--- config.mk ---
export PLATFORM = sky130hd
export DESIGN_NAME = spi_tx_arbiter_flat
export DESIGN_NICKNAME = d
export VERILOG_FILES = /design/src/rtl/spi_tx_arbiter_if.sv /design/src/rtl/spi_tx_arbiter.sv /design/src/flat_wrapper.sv
export SDC_FILE = /design/constraint.sdc
export NUM_CORES = 1
export LEC_CHECK = 0
export BUFFER_PORTS_ARGS = -buffer_cell sky130_fd_sc_hd__buf_2
export CAP_MARGIN = 5
export CORE_ASPECT_RATIO = 0.7
export CORE_MARGIN = 2
export CORE_UTILIZATION = 30
export DETAILED_ROUTE_END_ITERATION = 10
export GPL_TIMING_DRIVEN = 0
export PLACE_DENSITY_LB_ADDON = 0.25
export SYNTH_ARGS = -nofsm -noshare
export SYNTH_HDL_FRONTEND = slang
export SYNTH_SLANG_ARGS = --single-unit
--- constraint.sdc ---
create_clock -name clk -period 3.2 [get_ports clk]
set_clock_uncertainty 0.1 [all_clocks]
set_input_delay 0.96 -clock clk [delete_from_list [all_inputs] [get_ports clk]]
set_output_delay 0.96 -clock clk [all_outputs]
set_load 0.005 [all_outputs]
--- src/rtl/spi_tx_arbiter_if.sv ---
// rtl/spi_tx_arbiter_if.sv - burst requester / SPI tx bundle between arbiter and its environment
interface spi_tx_arbiter_if #(
   parameter int NUM_REQ = 2,
   parameter int IDX_W   = 16
) ();
   logic                       cs_n;
   logic                       tx_ready;
   logic [31:0]                tx_data;
   logic                       tx_valid;
   logic [NUM_REQ-1:0]         req;
   logic [NUM_REQ*IDX_W-1:0]   len;
   logic [NUM_REQ*32-1:0]      rd_data;
   logic [IDX_W-1:0]           rd_index;
   logic [NUM_REQ-1:0]         grant;
   logic [NUM_REQ-1:0]         done;
   logic                       busy;

   modport slave (
      input  cs_n, tx_ready, req, len, rd_data,
      output tx_data, tx_valid, rd_index, grant, done, busy
   );

   modport master (
      output cs_n, tx_ready, req, len, rd_data,
      input  tx_data, tx_valid, rd_index, grant, done, busy
   );
endinterface

--- src/rtl/spi_tx_arbiter.sv ---
// rtl/spi_tx_arbiter.sv - round-robin arbiter streaming requester bursts word-per-frame to an SPI slave
module spi_tx_arbiter #(
   parameter int NUM_REQ = 2,
   parameter int IDX_W   = 16
) (
   input  logic          clk,
   input  logic          rst,
   spi_tx_arbiter_if.slave bus
);
   localparam int OW = (NUM_REQ > 1) ? $clog2(NUM_REQ) : 1;

   typedef enum logic [2:0] {
      IDLE,
      LOAD,
      WAIT_CS_LOW,
      PULSE_VALID,
      WAIT_READY,
      WAIT_CS_HIGH,
      DONE
   } state_t;

   state_t             state_q, state_d;
   logic [31:0]        tx_data_q, tx_data_d;
   logic               tx_valid_q, tx_valid_d;
   logic [IDX_W-1:0]   rd_index_q, rd_index_d;
   logic [IDX_W-1:0]   count_q, count_d;
   logic [NUM_REQ-1:0] grant_q, grant_d;
   logic [NUM_REQ-1:0] done_q, done_d;
   logic [OW-1:0]      owner_q, owner_d;
   logic [OW-1:0]      last_q, last_d;

   logic [OW-1:0]      win_idx;
   logic               win_found;
   logic [IDX_W-1:0]   win_len;
   logic [IDX_W-1:0]   idx_inc;
   logic [31:0]        owner_word;

   // Search starts one past the previous winner so a requester that keeps
   // req high cannot starve the others.
   always_comb begin
      win_idx   = '0;
      win_found = 1'b0;
      for (int k = 1; k <= NUM_REQ; k++) begin
         if (!win_found && bus.req[(int'(last_q) + k) % NUM_REQ]) begin
            win_found = 1'b1;
            win_idx   = OW'((int'(last_q) + k) % NUM_REQ);
         end
      end
   end

   assign win_len    = bus.len[int'(win_idx)*IDX_W +: IDX_W];
   assign owner_word = bus.rd_data[int'(owner_q)*32 +: 32];
   assign idx_inc    = rd_index_q + IDX_W'(1);

   always_comb begin
      state_d    = state_q;
      tx_data_d  = tx_data_q;
      tx_valid_d = tx_valid_q;
      rd_index_d = rd_index_q;
      count_d    = count_q;
      grant_d    = grant_q;
      done_d     = '0;
      owner_d    = owner_q;
      last_d     = last_q;

      case (state_q)
         IDLE: begin
            tx_valid_d = 1'b0;
            if (win_found) begin
               grant_d    = NUM_REQ'(1) << win_idx;
               owner_d    = win_idx;
               count_d    = win_len;
               rd_index_d = '0;
               if (win_len == '0) begin
                  state_d = DONE;
                  done_d  = NUM_REQ'(1) << win_idx;
               end else begin
                  state_d = LOAD;
               end
            end
         end
         LOAD: begin
            tx_data_d = owner_word;
            state_d   = WAIT_CS_LOW;
         end
         WAIT_CS_LOW: begin
            tx_valid_d = 1'b0;
            if (!bus.cs_n) begin
               state_d = PULSE_VALID;
            end
         end
         PULSE_VALID: begin
            tx_valid_d = 1'b1;
            state_d    = WAIT_READY;
         end
         WAIT_READY: begin
            // Acceptance wins over a simultaneous cs_n rise; a bare rise
            // aborts the frame and the same word is offered again.
            if (bus.tx_ready) begin
               tx_valid_d = 1'b0;
               state_d    = WAIT_CS_HIGH;
            end else if (bus.cs_n) begin
               tx_valid_d = 1'b0;
               state_d    = WAIT_CS_LOW;
            end
         end
         WAIT_CS_HIGH: begin
            if (bus.cs_n) begin
               rd_index_d = idx_inc;
               if (idx_inc == count_q) begin
                  state_d = DONE;
                  done_d  = grant_q;
               end else begin
                  state_d = LOAD;
               end
            end
         end
         DONE: begin
            grant_d = '0;
            last_d  = owner_q;
            state_d = IDLE;
         end
         default: begin
            state_d = IDLE;
         end
      endcase
   end

   always_ff @(posedge clk) begin
      if (rst) begin
         state_q    <= IDLE;
         tx_data_q  <= '0;
         tx_valid_q <= 1'b0;
         rd_index_q <= '0;
         count_q    <= '0;
         grant_q    <= '0;
         done_q     <= '0;
         owner_q    <= '0;
         last_q     <= OW'(NUM_REQ - 1);
      end else begin
         state_q    <= state_d;
         tx_data_q  <= tx_data_d;
         tx_valid_q <= tx_valid_d;
         rd_index_q <= rd_index_d;
         count_q    <= count_d;
         grant_q    <= grant_d;
         done_q     <= done_d;
         owner_q    <= owner_d;
         last_q     <= last_d;
      end
   end

   assign bus.tx_data  = tx_data_q;
   assign bus.tx_valid = tx_valid_q;
   assign bus.rd_index = rd_index_q;
   assign bus.grant    = grant_q;
   assign bus.done     = done_q;
   assign bus.busy     = (state_q != IDLE);
endmodule

--- src/flat_wrapper.sv ---
// flat-port wrapper written by rule: the top's interface ports become plain ports
module spi_tx_arbiter_flat 
#(
   parameter int NUM_REQ = 2,
   parameter int IDX_W   = 16
)
  (clk, rst, bus_cs_n, bus_tx_ready, bus_req, bus_len, bus_rd_data, bus_tx_data, bus_tx_valid, bus_rd_index, bus_grant, bus_done, bus_busy);
  spi_tx_arbiter_if #(.NUM_REQ(NUM_REQ), .IDX_W(IDX_W)) bus_i ();
  input  logic clk;
  input  logic rst;
  input wire logic [$bits(bus_i.cs_n)-1:0] bus_cs_n;
  input wire logic [$bits(bus_i.tx_ready)-1:0] bus_tx_ready;
  input wire logic [$bits(bus_i.req)-1:0] bus_req;
  input wire logic [$bits(bus_i.len)-1:0] bus_len;
  input wire logic [$bits(bus_i.rd_data)-1:0] bus_rd_data;
  output wire logic [$bits(bus_i.tx_data)-1:0] bus_tx_data;
  output wire logic [$bits(bus_i.tx_valid)-1:0] bus_tx_valid;
  output wire logic [$bits(bus_i.rd_index)-1:0] bus_rd_index;
  output wire logic [$bits(bus_i.grant)-1:0] bus_grant;
  output wire logic [$bits(bus_i.done)-1:0] bus_done;
  output wire logic [$bits(bus_i.busy)-1:0] bus_busy;
  assign bus_i.cs_n = bus_cs_n;
  assign bus_i.tx_ready = bus_tx_ready;
  assign bus_i.req = bus_req;
  assign bus_i.len = bus_len;
  assign bus_i.rd_data = bus_rd_data;
  assign bus_tx_data = bus_i.tx_data;
  assign bus_tx_valid = bus_i.tx_valid;
  assign bus_rd_index = bus_i.rd_index;
  assign bus_grant = bus_i.grant;
  assign bus_done = bus_i.done;
  assign bus_busy = bus_i.busy;
  spi_tx_arbiter #(.NUM_REQ(NUM_REQ), .IDX_W(IDX_W)) u_core (.clk(clk), .rst(rst), .bus(bus_i));
endmodule
Yosys cells after proc, flatten, opt, wreduce, memory -nomap -nowiden
Index checks and enable logic that the tools add are counted.
W data, S select, Z words.
{"block": "word_totals", "register_bits": 74, "input_bits": 102, "out_inout_bits": 54, "elab_cells": 75}
{"block": "op_classes", "n_addsub": 3, "magnitude_cmp": 2, "eq_ne": 11, "shift": 3, "n_mux": 31, "bitwise_logic": 2, "n_reduce_logical": 14}
{"operator": "$shiftx A64 B7 Y32", "n": 1}
{"operator": "$mux W16", "n": 2}
{"operator": "$pmux W16 S2", "n": 1}
{"operator": "$shiftx A32 B6 Y16", "n": 1}
{"operator": "$mux W3", "n": 7}
{"operator": "$pmux W3 S6", "n": 1}
{"operator": "$add A16 B1 Y16 const B", "n": 1}
{"operator": "$eq A16 B16 Y1", "n": 1}
{"operator": "$logic_not A16 Y1", "n": 1}
{"operator": "$mux W1", "n": 12}
{"operator": "$mux W2", "n": 5}
{"operator": "$eq A3 B3 Y1 const B", "n": 3}
{"operator": "$pmux W2 S2", "n": 2}
{"operator": "$eq A3 B2 Y1 const B", "n": 2}
{"operator": "$lt A2 B3 Y1 const B", "n": 2}
{"operator": "$reduce_and A2 Y1", "n": 3}
{"operator": "$reduce_bool A3 Y1", "n": 2}
{"operator": "$ne A2 B2 Y1 const B", "n": 2}
{"operator": "$reduce_and A4 Y1", "n": 1}
{"operator": "$reduce_bool A2 Y1", "n": 2}
{"operator": "$eq A3 B1 Y1 const B", "n": 1}
{"operator": "$logic_not A3 Y1", "n": 1}
{"operator": "$ne A3 B3 Y1 const B", "n": 1}
{"operator": "$pmux W1 S3", "n": 1}
{"operator": "other kinds (8)", "n": 10}

Depth between registers and ports, before layout
{"block": "depth", "word_depth": 14, "depth_mapped": 10, "depth_no_buf": 8}

Worst setup path before layout
OpenSTA, ideal clock, no wires.
{"block": "synth_path", "kind": "input -> register", "start": "input bus_req[0]", "end": "register u_core.rd_index_q[5], in the netlist u_core.bus.rd_index[5]", "setup_time_ns": 0.070, "arrival_time_ns": 2.280, "required_time_ns": 3.030, "slack_ns": 0.749, "cell_stages": 9, "path_buffers": 2, "path_cell_list": "nor2_1 a32oi_1 nor2_1 nor2b_1 buf_2 nor2_1 clkbuf_1 o21ai_0 a21oi_1"}
{"block": "synth_via", "elab_chain_cells": 9, "word_cells_on_any_way": 12, "cone_classes": "eq/ne: 1; mux: 8; reduce/logical: 3"}
{"item": "start, declared", "line": "flat_wrapper.sv:13", "rtl": "input wire logic [$bits(bus_i.req)-1:0] bus_req;"}
{"item": "$mux W1 (not written as such) (3 in series)", "line": "spi_tx_arbiter.sv:44", "rtl": "if (!win_found && bus.req[(int'(last_q) + k) % NUM_REQ]) begin"}
{"item": "$mux W1", "line": "spi_tx_arbiter.sv:44"}
{"item": "$logic_not A1 Y1", "line": "spi_tx_arbiter.sv:44"}
{"item": "$logic_and A1 B1 Y1", "line": "spi_tx_arbiter.sv:44"}
{"item": "$mux W1 (*)", "line": "spi_tx_arbiter.sv:44"}
{"item": "$ne A2 B1 Y1 (no line) (*)"}
{"item": "$reduce_and A3 Y1 (no line) (*)"}
{"item": "end signal, assigned", "line": "spi_tx_arbiter.sv:144", "rtl": "rd_index_q <= rd_index_d;"}
{"item": "end, declared", "line": "spi_tx_arbiter.sv:25", "rtl": "logic [IDX_W-1:0] rd_index_q, rd_index_d;"}
Every way passes the cells marked *; elsewhere a longest branch is shown, timed or not. The select of a mux whose other input is x is not followed.
A chain may end at the register's enable or synchronous reset.

Final worst setup path
{"block": "layout_path", "start": "register u_core.rd_index_q[0], in the netlist u_core.bus.rd_index[0]", "end": "register u_core.done_q[0], in the netlist u_core.bus.done[0]"}
{"block": "layout_via", "elab_chain_cells": 5}
{"item": "$add A16 B1 Y16", "line": "spi_tx_arbiter.sv:53", "rtl": "assign idx_inc = rd_index_q + IDX_W'(1);"}
{"item": "$eq A16 B16 Y1", "line": "spi_tx_arbiter.sv:110", "rtl": "if (idx_inc == count_q) begin"}
{"item": "$mux W2", "line": "spi_tx_arbiter.sv:110"}
{"item": "$mux W2", "line": "spi_tx_arbiter.sv:108", "rtl": "if (bus.cs_n) begin"}
{"item": "$pmux W2 S2", "line": "spi_tx_arbiter.sv:66", "rtl": "case (state_q)"}
{"item": "end signal, assigned", "line": "spi_tx_arbiter.sv:147", "rtl": "done_q <= done_d;"}
{"item": "end, declared", "line": "spi_tx_arbiter.sv:28", "rtl": "logic [NUM_REQ-1:0] done_q, done_d;"}
No other way between the ends.

==> impl_metrics.tcl <==
set metrics [dict create \
    seq_area_um2 1480 \
    worst-setup-path-type "flop to flop" \
    crit_start "u_core.bus.rd_index[0]$_SDFFE_PP0P_" \
    routed-via-count 3998 \
    synth_top_family_by_area "simple AND/OR/NAND/NOR gates" \
    p_leak_uw 0.00213 \
    synthCells 455 \
    synthAdderAreaFrac_pct 0.321 \
    portBuffers 154 \
    reg2reg_slack_ps 280 \
    synthSimpleGateAreaFrac_pct 20.6 \
    syn2layout_area_growth_pct 32.6 \
    clock_sinks 74 \
    grt_pass1_vias 3704 \
    synth_area_leaders "dfxtp_1 (38%), mux2i_1 (14%), a211oi_1 (9.4%)" \
    ant_nets 0 \
    track_usage_pct 17.6 \
    antenna_found_initial 0 \
    dr.pass1.iters 5 \
    syn_area_um2 3900 \
    synth.area.mux_share_pct 13.6 \
    grt.overflow.total 0 \
    cp.arrival_ps 3050 \
    io_pins 156 \
    maxCapViolations 0 \
    rows 34 \
    timing.final.crit_share_pct 91.3 \
    dp_hpwl_mm 9.72 \
    reg2regPathDepth 8 \
    p_total_uw 3570 \
    clockBufferDepth 2 \
    cts_setup_buffers 0 \
    synth_warnings 0 \
    synth_cell_types 45 \
    clock_latency_ps 340 \
    setup_viol 0 \
    ys_seq_area_share_pct 38.0 \
    drt_iter0_drc 250 \
    gp_congestion 0.860 \
    crit_end "u_core.bus.done[0]$_SDFF_PP0_" \
    htree_levels 3 \
    worstPathCellList "ha_1 > nand3_2 > or3_1 > xnor2_1 > o311ai_1 > nor4_2 > nand3_1 > o32ai_1" \
    start_kind "flop" \
    post_cts_resized 0 \
    fmax_mhz 342 \
    cp-end-kind "flop" \
    hold_buffers 0 \
    drive_gt1_share_pct 28.8 \
    worstPathRequired_ps 3330 \
    start_util_pct 31.0 \
    r2r_end "u_core.bus.done[0]$_SDFF_PP0_" \
    clockRootBuffer "clkbuf_16" \
    diodes 0 \
    hold_viol_final 0 \
    rsz0062_at_grt "false" \
    crit_slowest_cell "nor4_2" \
    fill_cells 1271 \
    wirelength_mm 12.3 \
    core_area_um2 12500 \
    synth_largest_area_cell "dfxtp_1" \
    synth-xor-area-share_pct 5.59 \
    final_nets 723 \
    rr_startpoint "u_core.bus.rd_index[0]$_SDFFE_PP0P_" \
    slew_headroom_pct 51.8 \
    path_max_fanout 7 \
    fin_crit_ps 2920 \
    powerDensity_nw_per_um2 690 \
    synth_compound_area_share_pct 18.0 \
    hold_path_class "flop to flop" \
    drc 0 \
    grt_pass1_wl_mm 19.6 \
    synth_edf_count 0 \
    synth_nets 558 \
    wire_per_inst_um 15.7 \
    ys_ff_latch 74 \
    tritoncts "built" \
    syn-mean-instance-area_um2 8.56 \
    peakVddDrop_v 0.000307 \
    path_clk_slew_ps 60 \
    drv_slew 0 \
    worst_pin_slew_ps 717 \
    detail_route.vias_per_cell 5.08 \
    die_w_um 140 \
    setup_tns_ps 0 \
    status "finished clean" \
    synth_top_area_share_pct 38.0 \
    multiInputGateArea_um2 2260 \
    grt_max_degree 13 \
    dieArea_um2 13900 \
    slowest_delay_ps 480 \
    synth_flop_cell "dfxtp_1" \
    cts_buffers 9 \
    ys_async_sr_fraction_pct 0 \
    fp.dieH_um 99.4 \
]
-- critical path, delay by kind of cell, from the launching register on --
kind	cells	cell delay (ps)
simple gates	4	1380
flops	1	450
compound gates	2	370
fa+ha+maj	1	320
xor+xnor	1	200
-- cell usage after synthesis, drive strengths merged (2+ instances only) --
| master | number |
|---|---|
| nor2 | 76 |
| nand3 | 9 |
| nand4 | 5 |
| clkbuf | 24 |
| nor3 | 8 |
| xor2 | 8 |
| inv | 5 |
| a21oi | 28 |
| and3 | 3 |
| or4 | 2 |
| o21ai | 19 |
| dfxtp | 74 |
| buf | 9 |
| or3 | 7 |
| and2 | 2 |
| nand2 | 12 |
| nor2b | 7 |
| a31oi | 2 |
| a211oi | 49 |
| nand3b | 5 |
| mux2i | 53 |
| nand2b | 5 |
| nor4 | 13 |
| xnor2 | 16 |
-- power breakdown --
group,internal [uW],total [uW],leakage [uW],switching (uW)
Sequential,1150,1310,0.000607,162
Clock,626,1020,0.000143,395
Combinational,518,1240,0.00138,718
Total,2290,3570,0.00213,1270
-- cell families after synthesis --
family,after synthesis
and+or+nand+nor,158
DFF,74
adders and majority gates,1
AOI/OAI and AO/OA,107
muxes,53
buffers and inverters,38
xor gates and xnor gates,24
-- worst min-delay path by stage --
stage | from | endpoint | slack [ps] | depth (start not counted)
6_report | u_core.last_q$_SDFFE_PP1P_ | u_core.last_q$_SDFFE_PP1P_ | 390 | 2
5_1_grt | u_core.bus.tx_data[15]$_SDFFE_PP0P_ | u_core.bus.tx_data[15]$_SDFFE_PP0P_ | 420 | 2
4_1_cts | u_core.bus.grant[1]$_SDFFE_PP0P_ | u_core.bus.done[1]$_SDFF_PP0_ | 390 | 2
3_5_place_dp | u_core.bus.grant[1]$_SDFFE_PP0P_ | u_core.bus.done[1]$_SDFF_PP0_ | 370 | 2
3_3_place_gp | u_core.last_q$_SDFFE_PP1P_ | u_core.last_q$_SDFFE_PP1P_ | 360 | 2
2_1_floorplan | u_core.last_q$_SDFFE_PP1P_ | u_core.last_q$_SDFFE_PP1P_ | 340 | 2
-- sequential cells by signal (all words and copies together) (netlist names) --
signal and flops:
u_core.bus.rd_index 16, u_core.bus.tx_valid 1, u_core.bus.done 2, u_core.bus.grant 2, u_core.state_q 3, u_core.bus.tx_data 32
u_core.owner_q 1, u_core.last_q 1, u_core.count_q 16
-- layout make-up --
| type | instances | share of cell area [%] |
|---|---|---|
| multi-input combinational | 343 | 43.8 |
| sequential | 74 | 28.7 |
| timing repair buffer | 154 | 14.9 |
| clock buffer | 12 | 4.77 |
| tap | 162 | 3.92 |
| buffer | 33 | 2.62 |
| clock inverter | 4 | 0.993 |
| inverter | 5 | 0.363 |
-- cells in the final DEF (no fill, tap or decap), drive strengths merged, types with 2 or more instances in the layout --
master,count
a211oi,49
a21oi,28
a31oi,2
and2,2
and3,3
buf,163
clkbuf,36
clkinv,2
dfxtp,74
inv,5
mux2i,53
nand2,12
nand2b,5
nand3,9
nand3b,5
nand4,5
nor2,76
nor2b,7
nor3,8
nor4,13
o21ai,19
or3,7
or4,2
xnor2,16
xor2,8
-- routing by layer --
metal,share of wire (%),GRT usage (%)
met1,50,25.0
met2,45,27.1
met3,4.9,4.43
met4,0.61,3.34
met5,0,0
-- stage by stage --
stage	util, %	instances	instance area, um2	hold slack, ps	setup WS, ps
4_1_cts	41.2	787	5170	390	292
3_5_place_dp	38.8	771	4870	373	45.5
5_1_grt	41.2	787	5170	422	76.9
2_1_floorplan	-	455	3900	344	749
6_report	41.2	787	5170	387	279
3_3_place_gp	38.8	771	4870	357	58.7
Note: power is estimated with default switching activity, not from simulation.
